$ cat config.mk
export PLATFORM = sky130hd
export DESIGN_NAME = encoder_emulator
export DESIGN_NICKNAME = d
export VERILOG_FILES = /design/src/rtl/encoder_pkg.sv /design/src/rtl/encoder_step_timer.sv /design/src/rtl/encoder_emulator.sv
export SDC_FILE = /design/constraint.sdc
export NUM_CORES = 1
export LEC_CHECK = 0
export BUFFER_PORTS_ARGS = -buffer_cell sky130_fd_sc_hd__buf_2
export CAP_MARGIN = 0
export CORE_AREA = 4 4 122 101
export CTS_BUF_LIST = sky130_fd_sc_hd__clkbuf_8
export CTS_CLUSTER_DIAMETER = 30
export DETAILED_ROUTE_END_ITERATION = 16
export DIE_AREA = 0 0 126 105
export GPL_ROUTABILITY_DRIVEN = 0
export PLACE_DENSITY = 0.68
export SKIP_CTS_REPAIR_TIMING = 1
export SYNTH_ARGS = -nofsm -noshare
export SYNTH_HDL_FRONTEND = slang
export SYNTH_SLANG_ARGS = --single-unit
$ cat constraint.sdc
create_clock -name clk -period 4.91 [get_ports clk]
set_input_delay 0.2455 -clock clk [delete_from_list [all_inputs] [get_ports clk]]
set_output_delay 0.2455 -clock clk [all_outputs]
set_load 0.01 [all_outputs]
$ cat src/rtl/encoder_pkg.sv
// Shared types and constants for the quadrature encoder emulator.
// Phase encoding keeps {A,B} directly in the enum value so outputs are plain flop bits.
package encoder_pkg;

  localparam int DEFAULT_COUNTS_PER_REV = 16384;

  // x^16+x^14+x^13+x^11+1 in right-shift Fibonacci form (feedback from bits 0,2,3,5)
  localparam logic [15:0] LFSR_SEED = 16'hACE1;
  localparam logic [15:0] LFSR_TAPS = 16'h002D;

  typedef enum logic [1:0] {
    PH_00 = 2'b00,
    PH_01 = 2'b01,
    PH_11 = 2'b11,
    PH_10 = 2'b10
  } quad_phase_t;

  function automatic quad_phase_t next_phase_fwd(input quad_phase_t ph);
    case (ph)
      PH_00:   return PH_01;
      PH_01:   return PH_11;
      PH_11:   return PH_10;
      PH_10:   return PH_00;
      default: return PH_00;
    endcase
  endfunction

  function automatic quad_phase_t next_phase_rev(input quad_phase_t ph);
    case (ph)
      PH_00:   return PH_10;
      PH_10:   return PH_11;
      PH_11:   return PH_01;
      PH_01:   return PH_00;
      default: return PH_00;
    endcase
  endfunction

endpackage

$ cat src/rtl/encoder_step_timer.sv
// Quarter-step divider: emits a one-cycle step pulse every period cycles; period 0 halts.
// Optional macro ENCODER_EMU_JITTER_EN stretches each quarter-step by lfsr[1:0] cycles.
module encoder_step_timer
  import encoder_pkg::*;
#(
  parameter int PERIOD_W = 16
) (
  input  logic                clk,
  input  logic                rst,
  input  logic [PERIOD_W-1:0] period,
  output logic                step
);

  // Two extra bits leave headroom for the jitter extension of up to +3 cycles
  localparam int CW = PERIOD_W + 2;

  logic [CW-1:0] div_q;
  logic [CW-1:0] terminal;
  logic          running;

  assign running = (period != '0);

`ifdef ENCODER_EMU_JITTER_EN
  logic [15:0] lfsr_q;
  logic        lfsr_fb;

  assign lfsr_fb = ^(lfsr_q & LFSR_TAPS);

  always_comb begin
    terminal = CW'(period) - CW'(1) + CW'(lfsr_q[1:0]);
  end

  always_ff @(posedge clk or posedge rst) begin
    if (rst) begin
      lfsr_q <= LFSR_SEED;
    end else if (step) begin
      lfsr_q <= {lfsr_fb, lfsr_q[15:1]};
    end
  end
`else
  always_comb begin
    terminal = CW'(period) - CW'(1);
  end
`endif

  assign step = running && (div_q == terminal);

  always_ff @(posedge clk or posedge rst) begin
    if (rst) begin
      div_q <= '0;
    end else if (!running || step) begin
      div_q <= '0;
    end else begin
      div_q <= div_q + CW'(1);
    end
  end

endmodule

$ cat src/rtl/encoder_emulator.sv
// Quadrature encoder emulator: config handshake, A/B phase FSM, position/revolution/index.
// Build option ENCODER_EMU_JITTER_EN adds LFSR jitter to the quarter-step length.
module encoder_emulator
  import encoder_pkg::*;
#(
  parameter int COUNTS_PER_REV = DEFAULT_COUNTS_PER_REV,
  parameter int PERIOD_W       = 16
) (
  input  logic                              clk,
  input  logic                              rst,
  input  logic                              cfg_valid,
  output logic                              cfg_ready,
  input  logic [PERIOD_W-1:0]               cfg_period,
  input  logic                              cfg_dir,
  output logic                              a_signal,
  output logic                              b_signal,
  output logic                              index_signal,
  output logic [$clog2(COUNTS_PER_REV)-1:0] position,
  output logic [15:0]                       rev_count
);

  localparam int               POS_W   = $clog2(COUNTS_PER_REV);
  localparam logic [POS_W-1:0] POS_MAX = POS_W'(COUNTS_PER_REV - 1);

  logic [PERIOD_W-1:0] period_q;
  logic                dir_q;
  logic                pend_valid;
  logic [PERIOD_W-1:0] pend_period;
  logic                pend_dir;

  logic                step;
  logic                accept;
  logic                apply;

  quad_phase_t         phase_q;
  quad_phase_t         phase_d;
  logic [1:0]          phase_bits_q;
  logic [1:0]          phase_bits_d;
  logic                a_rise;

  logic [POS_W-1:0]    position_q;
  logic [POS_W-1:0]    position_next;
  logic [15:0]         rev_q;
  logic                index_q;

  encoder_step_timer #(
    .PERIOD_W (PERIOD_W)
  ) u_step_timer (
    .clk    (clk),
    .rst    (rst),
    .period (period_q),
    .step   (step)
  );

  // Pending config lands at a quarter-step boundary, or immediately when halted
  assign cfg_ready = ~pend_valid;
  assign accept    = cfg_valid && !pend_valid;
  assign apply     = pend_valid && ((period_q == '0) || step);

  always_ff @(posedge clk or posedge rst) begin
    if (rst) begin
      pend_valid  <= 1'b0;
      pend_period <= '0;
      pend_dir    <= 1'b0;
      period_q    <= '0;
      dir_q       <= 1'b0;
    end else begin
      if (apply) begin
        period_q <= pend_period;
        dir_q    <= pend_dir;
      end
      if (accept) begin
        pend_valid  <= 1'b1;
        pend_period <= cfg_period;
        pend_dir    <= cfg_dir;
      end else if (apply) begin
        pend_valid <= 1'b0;
      end
    end
  end

  always_ff @(posedge clk or posedge rst) begin
    if (rst) begin
      phase_q <= PH_00;
    end else begin
      phase_q <= phase_d;
    end
  end

  // The step at which a new direction is applied still moves in the old direction
  always_comb begin
    phase_d = phase_q;
    if (step) begin
      phase_d = dir_q ? next_phase_rev(phase_q) : next_phase_fwd(phase_q);
    end
  end

  assign phase_bits_q  = phase_q;
  assign phase_bits_d  = phase_d;
  assign a_rise        = step && phase_bits_d[1] && !phase_bits_q[1];
  assign position_next = dir_q ? (position_q - POS_W'(1)) : (position_q + POS_W'(1));

  always_ff @(posedge clk or posedge rst) begin
    if (rst) begin
      position_q <= '0;
      rev_q      <= '0;
      index_q    <= 1'b0;
    end else if (a_rise) begin
      position_q <= position_next;
      index_q    <= (position_next == '0);
      if (!dir_q && (position_q == POS_MAX)) begin
        rev_q <= rev_q + 16'd1;
      end else if (dir_q && (position_q == '0)) begin
        rev_q <= rev_q - 16'd1;
      end
    end else if (step) begin
      index_q <= 1'b0;
    end
  end

  assign a_signal     = phase_bits_q[1];
  assign b_signal     = phase_bits_q[0];
  assign index_signal = index_q;
  assign position     = position_q;
  assign rev_count    = rev_q;

endmodule
# Word level (Yosys, flattened, before mapping)
# Cells that the tools add are included.
# Widths: inputs -> output; s select.
[totals]
n_memories = 0
input_bits = 20
mem_bits_rw = 0
ff_bits = 86
elab_cells = 57
latch_bits = 0
mem_bits_ro = 0
[op_classes]
order_cmp = 0
add_sub_neg = 6
bitwise = 1
mux = 12
div_mod_pow = 0
reduce_logical = 22
eq_ne = 5
n_shift = 0
multipliers = 0
[op_table]
columns = ["operator", "n"]
rows = [
  ["$mux 16", 2],
  ["$logic_not 14->1", 2],
  ["$add 18x1->18 const B", 1],
  ["$eq 18x18->1", 1],
  ["$mux 18", 1],
  ["$sub 16x1->17 const B", 1],
  ["$add 16x1->16 const B", 1],
  ["$logic_not 16->1", 1],
  ["$pmux 2 s4", 2],
  ["$reduce_bool 16->1", 1],
  ["$sub 16x1->16 const B", 1],
  ["$add 14x1->14 const B", 1],
  ["$eq 14x14->1 const B", 1],
  ["$mux 14", 1],
  ["$sub 14x1->14 const B", 1],
  ["$logic_and 1x1->1", 7],
  ["$reduce_bool 2->1", 3],
  ["$eq 2x2->1 const B", 2],
  ["$logic_not 1->1", 4],
  ["$mux 1", 4],
  ["$mux 2", 2],
  ["$eq 2x1->1 const B", 1],
  ["$logic_not 2->1", 1],
  ["$logic_or 1x1->1", 2],
  ["other kinds (2)", 2],
]

# Longest topological paths before layout
# Gate-level depths: netlist of the first run.
[logic_depth]
ltp_word = 7
mapped_depth = 13

# By module
# Synthesis of the first run repeated with hierarchy kept, for this count alone.
[hier_totals]
hier_cells = 544
area_unflattened_um2 = 5425.2
[by_module_without_submodules]
columns = ["mod", "cells_per_inst", "area_per_inst_um2", "seq_area_each_um2", "n_inst"]
rows = [
  ["encoder_emulator", 372, 3946.3, 1701.6, 1],
  ["encoder_step_timer", 172, 1478.9, 450.4, 1],
]

# Worst setup path before layout of the first run
# No wires, ideal clock.
[synth_path]
path_type = "register to register"
startpoint = "register dir_q"
endpoint = "register rev_q[15] (netlist: rev_count[15])"
stages_incl_launch_ff = 14
slack_ns = 1.472
required_ns = 4.786
setup_ns = 0.124
t_arrival_ns = 3.314
n_path_buf = 0
cell_sequence = "dfrtp_1 inv_1 nand4_1 nor4_1 inv_1 ha_1 a211oi_1 o21ai_0 a221oi_1 o21ai_0 o31ai_1 xnor2_1 nand3_1 xnor2_1"
[synth_between]
elab_chain_len = 5
elab_cells_between_ends = 10
cone_classes = "mux (3); reduce/logical (7)"
[synth_lines]
columns = ["item", "line", "text"]
rows = [
  ["start, declared", "encoder_emulator.sv:26", "logic dir_q;"],
  ["start signal, assigned", "encoder_emulator.sv:70", "dir_q <= pend_dir;"],
  ["$mux 2", "encoder_emulator.sv:94", "phase_d = dir_q ? next_phase_rev(phase_q) : next_phase_fwd(phase_q);"],
  ["$mux 2", "encoder_emulator.sv:93", "if (step) begin"],
  ["$logic_and 1x1->1 (2 in a row)", "encoder_emulator.sv:100", "assign a_rise = step && phase_bits_d[1] && !phase_bits_q[1];"],
  ["$reduce_and 2->1 (no line)", "n/a", ""],
  ["end signal, assigned", "encoder_emulator.sv:112", "rev_q <= rev_q + 16'd1;"],
  ["end signal, assigned", "encoder_emulator.sv:114", "rev_q <= rev_q - 16'd1;"],
  ["end, declared", "encoder_emulator.sv:43", "logic [15:0] rev_q;"],
]
# Several ways; a longest one is shown, not always the timed one.
# A chain may end at the register's enable or synchronous reset.

# Worst setup path in the final report of the first run
# Same ends and word-level chain as after synthesis.

==> metrics, run 1 <==
run status complete, no violations; DRC viols 0; crit end category flip-flop; post-synth top area cell dfrtp_1; clock buffer depth 2; antenna viol nets, final 0; TritonCTS buffer count 9; first-pass GRT wire length 19700 µm; final net count 636; VDD IR-drop max 0.220 mV; I/O pin total 54; pwr/cell area 437 nW/µm²; H-Tree Depth 3; Critical Path RT 5.16 ns; MaxCap Viol Count 0; Vias 4013; Sink Count 86; Synth top area share 39.5%; TritonCTS clock tree yes; PortBufs 53; number of inserted diodes 0; pre-CTS WS 1.17 ns; CP Max Fanout 16; dpl hpwl 8370 µm; worst slew pin tran 1.04 ns; routed len/inst 15.3 µm; setup ws final 1.14 ns; asr flop ratio synth 100%; worst hold-check path type in -> reg; CP max-delay cell nor4_1; largest cells by area after synthesis dfrtp_1, ha_1, xnor2_1; largest net degree at the start of global routing 87; final setup fails 0; setup TNS 0 ns; Worst Path Arrival 4.02 ns; DIE WIDTH 126 µm; CP top delay family compound AO/OA/AOI/OAI gates; Yosys reg bits 86; Critical Path Max Stage Delay 0.45 ns; Gate Count Post-Synth 526; Yosys Warn Count 0; post-synth net total 578; hold depth 2; vias in the first global route 3935; core footprint 11200 µm²; Tcrit/Tclk final 76.8%; area grow syn2layout 11.2%; Yosys cell types 67; Clock Latency Late Sink 0.37 ns; critical-path cell list inv_1 -> nand4_1 -> nor4_1 -> inv_1 -> ha_1 -> a211oi_1 -> o21ai_0 -> a221oi_1 -> o21ai_0 -> o31ai_1 -> xnor2_1 -> nand3_1 -> xnor2_1; Vias/cell 5.45; initial drt markers 234; Final Util 54.0%; Buf/Inv on CP 2; WS Path Type reg -> reg; share of post-route cells with drive strength above 1 23.3%; # rows 35; ys flop type dfrtp_1; most frequent cell after synthesis dfrtp_1; Reg2Reg Depth 13; Initial Utilization 48.6%; sequential-to-total area share from yosys stat 39.5%; Chip Height 105 µm; Worst Setup Start Kind flip-flop; Clock Skew 0.00975 ns; Post-synth top cells dfrtp_1, nor2_1, xnor2_1; cell area after synthesis 5450 µm²; initial antenna violation count 0; Post-synth EDFFs 0; normalized max-slew margin 30.6%; Fmax 265 MHz; leakage power 2.91 nW; DRT Pass-1 Iters 4; DRT Wirelength 11300 µm; Slew Limit Fails 0; RSZ-0062 raised after global routing no; CTS clk-pin slew, worst paths 0.10 ns; All-Layer GR Usage 17.9%; critical path depth 13; GR Overflow Total 0; Clock Tree Root clkbuf_8; post-route minimum period 3.77 ns; syn avg cell area 10.4 µm²; full die area 13200 µm²; Hold Fails Final Rpt 0
==> registers in the layout, summed over array words and instances (netlist names) <==
name                cells
pend_dir                1
index_signal            1
pend_period            16
phase_bits_q            2
dir_q                   1
period_q               16
u_step_timer.div_q     18
position               14
pend_valid              1
rev_count              16
==> area by class of cell <==
cell class                      instances  area, µm²
Tap cell                              148        185
Inverter                               18       68.8
Sequential cell                        86       2150
Clock inverter                          7       67.6
Multi-Input combinational cell        411       3160
Fill cell                            1004       5150
Clock buffer                            9        124
Timing Repair Buffer                   58        303
==> per-stage QoR <==
step	std cells	total power, mW	area [µm²]	hold WS [ns]
6_report	737	2.64	6060	0.101
3_3_place_gp	721	2.13	5870	0.464
3_5_place_dp	721	2.17	5870	0.482
4_1_cts	737	2.67	6060	0.0799
2_1_floorplan	526	1.94	5450	0.397
5_1_grt	737	2.86	6060	0.0829
==> path summary, 6_finish.rpt <==
path | to | startpoint | slack, ns
worst max-delay path | rev_count[15] | dir_q | 1.14
worst min-delay path | pend_period[7] | cfg_period[7] | 0.10
worst max register to register | rev_count[15] | dir_q | 1.14
worst min register to register | period_q[6] | pend_period[6] | 0.49
max in group asynchronous | u_step_timer.div_q[7] | rst | 4.05
min in group asynchronous | rev_count[5] | rst | 0.20
==> where the power goes <==
| group | leakage, nW | total, mW | switching [mW] | internal (mW) |
|---|---|---|---|---|
| logic | 1.69 | 1.06 | 0.547 | 0.510 |
| registers | 1.12 | 1.10 | 0.215 | 0.888 |
| clock network | 0.0924 | 0.485 | 0.289 | 0.196 |
| total | 2.91 | 2.64 | 1.05 | 1.59 |
==> layer usage <==
metal	up-vias	track usage [%]	part of all wire, %
li1	2011	-	-
met1	1920	26.6	50
met2	75	27.0	45
met3	7	4.04	4.4
met4	0	3.52	0.64
met5	-	0	0
==> cell usage in the layout, fill, tap and decap left out, drive strengths merged, types with 6 or more instances in the layout <==
| master | synthesis | final |
|---|---|---|
| buf | 7 | 58 |
| nor4 | 9 | 9 |
| ha | 30 | 30 |
| xor2 | 28 | 28 |
| nand4 | 14 | 14 |
| inv | 18 | 20 |
| and3 | 6 | 6 |
| dfrtp | 86 | 86 |
| clkbuf | 4 | 9 |
| xnor2 | 41 | 41 |
| o21bai | 9 | 9 |
| nand3 | 19 | 19 |
| mux2 | 52 | 52 |
| nor2 | 44 | 44 |
| a21oi | 20 | 20 |
| nor3 | 18 | 18 |
| nand2 | 38 | 38 |
| o21ai | 20 | 20 |
==> kinds of logic (layout without fill, tap and decap cells) <==
| family | after synthesis | after routing | share of synthesized area (%) |
|---|---|---|---|
| flip-flops | 86 | 86 | 39.5 |
| multiplexers | 53 | 53 | 11.6 |
| AND/OR/NAND/NOR | 177 | 177 | 17.4 |
| buffers and inverters | 29 | 92 | 2.55 |
| adder cells (fa/ha/maj) | 32 | 32 | 7.63 |
| XOR/XNOR | 69 | 69 | 11.1 |
| AO/OA/AOI/OAI | 80 | 80 | 10.2 |
(Power assumes the default switching activity.)
==> inputs of run 2 (changes only) <==
--- a/config.mk
+++ b/config.mk
@@ -13,7 +13,7 @@
 export DETAILED_ROUTE_END_ITERATION = 16
 export DIE_AREA = 0 0 126 105
 export GPL_ROUTABILITY_DRIVEN = 0
-export PLACE_DENSITY = 0.68
+export PLACE_DENSITY = 0.71
 export SKIP_CTS_REPAIR_TIMING = 1
 export SYNTH_ARGS = -nofsm -noshare
 export SYNTH_HDL_FRONTEND = slang
==> constraint.sdc (replaced) <==
create_clock -name clk -period 3.4 [get_ports clk]
set_input_delay 0.17 -clock clk [delete_from_list [all_inputs] [get_ports clk]]
set_output_delay 0.17 -clock clk [all_outputs]
set_load 0.01 [all_outputs]
==> run 2 against run 1 <==
Register-to-register slack worse by 0.98 ns. Sequential power is 46% higher. Routed wire length rose by 9.4%. Utilization grew 1.5 points. Worst setup slack worse by 0.98 ns. Global-route usage up 1.6 points. Die area did not move. Critical path type unchanged. Critical endpoint is now index_signal. Largest power group unchanged.
==> metrics, run 2 (synthesis results as in run 1) <==
full die area 13200 µm² (unchanged); most frequent cells in the layout dfrtp_1, buf_2, nor2_1; routed len/inst 16.4 µm (+6.9%); Clock Skew 0.0125 ns (+0.00277 ns); Vias/cell 5.58 (+2.5%); normalized max-slew margin 52.2% (+22 points); Tcrit/Tclk final 95.4% (+19 points); TritonCTS buffer count 9 (unchanged); share of post-route cells with drive strength above 1 26.2% (+3.0 points); Finished Cell Area 6230 µm² (+2.8%); Clock Tree Root clkbuf_8; initial antenna violation count 0 (unchanged); DIE WIDTH 126 µm (unchanged); VDD IR-drop max 0.440 mV (+100%); max reg flops 18 (unchanged); TritonCTS clock tree yes; Critical Path Max Stage Delay 0.49 ns (+0.04 ns); fill count 1012 (+0.80%); final net count 653 (+2.7%); first-pass GRT wire length 21200 µm (+7.6%); # rows 35 (unchanged); Buf/Inv on CP 1 (-1); largest net degree at the start of global routing 39 (-55%); worst hold-check path type in -> reg; run status complete, no violations; Slew Limit Fails 0 (unchanged); Worst Setup Start Kind flip-flop; DRC viols 0 (unchanged); critical-path cell list buf_6 -> ha_1 -> nand3_1 -> o2111ai_2 -> a211o_1 -> a31o_2 -> xor2_1 -> or4_1 -> or4b_1 -> o31ai_2; Top reg by flops u_step_timer.div_q; Multi-input gate area 3190 µm² (+1.1%); Post-DP Area 5980 µm² (+1.9%); crit end category flip-flop; clock buffer depth 2 (unchanged); post-route minimum period 3.25 ns (-0.526 ns); CP Max Fanout 16 (unchanged); pwr/cell area 631 nW/µm² (+44%); GR Overflow Total 0 (unchanged); most common cell after layout, fill and taps aside dfrtp_1; Hold Fails Final Rpt 0 (unchanged); H-Tree Depth 3 (unchanged); DRT Wirelength 12400 µm (+9.4%); Fmax 308 MHz (+16%); CP top delay family simple AND/OR/NAND/NOR gates; All-Layer GR Usage 19.5% (+1.6 points); PortBufs 53 (unchanged); Final Util 55.5% (+1.5 points); Sink Count 86 (unchanged); CTS clk-pin slew, worst paths 0.10 ns (about the same); antenna viol nets, final 0 (unchanged); final setup fails 0 (unchanged); FF+latch area 2150 µm² (unchanged); Initial Utilization 48.6% (unchanged); RSZ-0062 raised after global routing yes; CP max-delay cell or4b_1; DRT Pass-1 Iters 5 (+1); Worst Path Arrival 3.53 ns (-0.49 ns); MaxCap Viol Count 0 (unchanged); Clock Latency Late Sink 0.37 ns (about the same); I/O pin total 54 (unchanged); leakage power 3.01 nW (+3.6%); area grow syn2layout 14.3%; Chip Height 105 µm (unchanged); number of inserted diodes 0 (unchanged); dpl hpwl 9350 µm (+12%); setup TNS 0 ns (unchanged); WS Path Type reg -> reg; initial drt markers 265 (+13%); Vias 4208 (+4.9%); vias in the first global route 4259 (+8.2%); Critical Path RT 3.69 ns (-1.47 ns); core footprint 11200 µm² (unchanged); worst slew pin tran 0.716 ns (-0.325 ns)
-- run 2: changes by cell type in the layout (fill, tap and decap cells not counted), sizes merged --
cell	before	now
buf	58	74
clkinv	3	4
clkbuf	9	10
clkinvlp	2	1
dlygate4sd3	0	1
inv	20	19
-- run 2: power by group --
group | internal [mW] | switching (mW)
clock network | 0.297 | 0.409
registers | 1.28 | 0.327
logic | 0.776 | 0.836
total | 2.35 | 1.57
-- run 2: per-stage QoR --
step	hold slack [ns]	setup slack [ns]	std cells	power (mW)
after floorplan	0.322	0.0130	526	2.80
after detailed placement	0.314	0.0535	736	3.20
after global routing	0.0123	-0.0187	754	4.22
final	0.0237	0.155	754	3.93
after global placement	0.287	0.148	736	3.10
after CTS	-0.108	0.0156	752	3.91
-- run 2: final cells by class --
class                      instances  area share (%)
timing repair buffer              75            7.01
clock inverter                     6           0.864
tap                              148            2.97
sequential                        86            34.6
multi-input combinational        411            51.3
clock buffer                      10            2.21
inverter                          18            1.11
-- run 2: final timing paths --
| check | start | cells past startpoint | end | slack (ns) |
|---|---|---|---|---|
| setup reg to reg | dir_q | 10 | index_signal | 0.15 |
| hold / removal | cfg_period[4] | 2 | pend_period[4] | 0.02 |
| min in group asynchronous | rst | 3 | rev_count[5] | 0.43 |
| max in group asynchronous | rst | 4 | phase_bits_q[0] | 2.15 |
| setup / recovery | dir_q | 10 | index_signal | 0.15 |
| hold reg to reg | pend_period[6] | 1 | period_q[6] | 0.49 |
-- run 2: worst reg2reg max path: cells and delay by family (launching register included) --
kind            cells  cell delay [ns]
simple gates        3             1.10
compound gates      4             1.00
flops               1             0.40
fa+ha+maj           1             0.35
buf+inv             1             0.17
xor+xnor            1             0.15
-- run 2: layer usage --
metal	part of all wire [%]	GRT usage (%)
met1	48	27.5
met2	46	30.3
met3	4.3	4.04
met4	2.0	6.13
met5	0	0
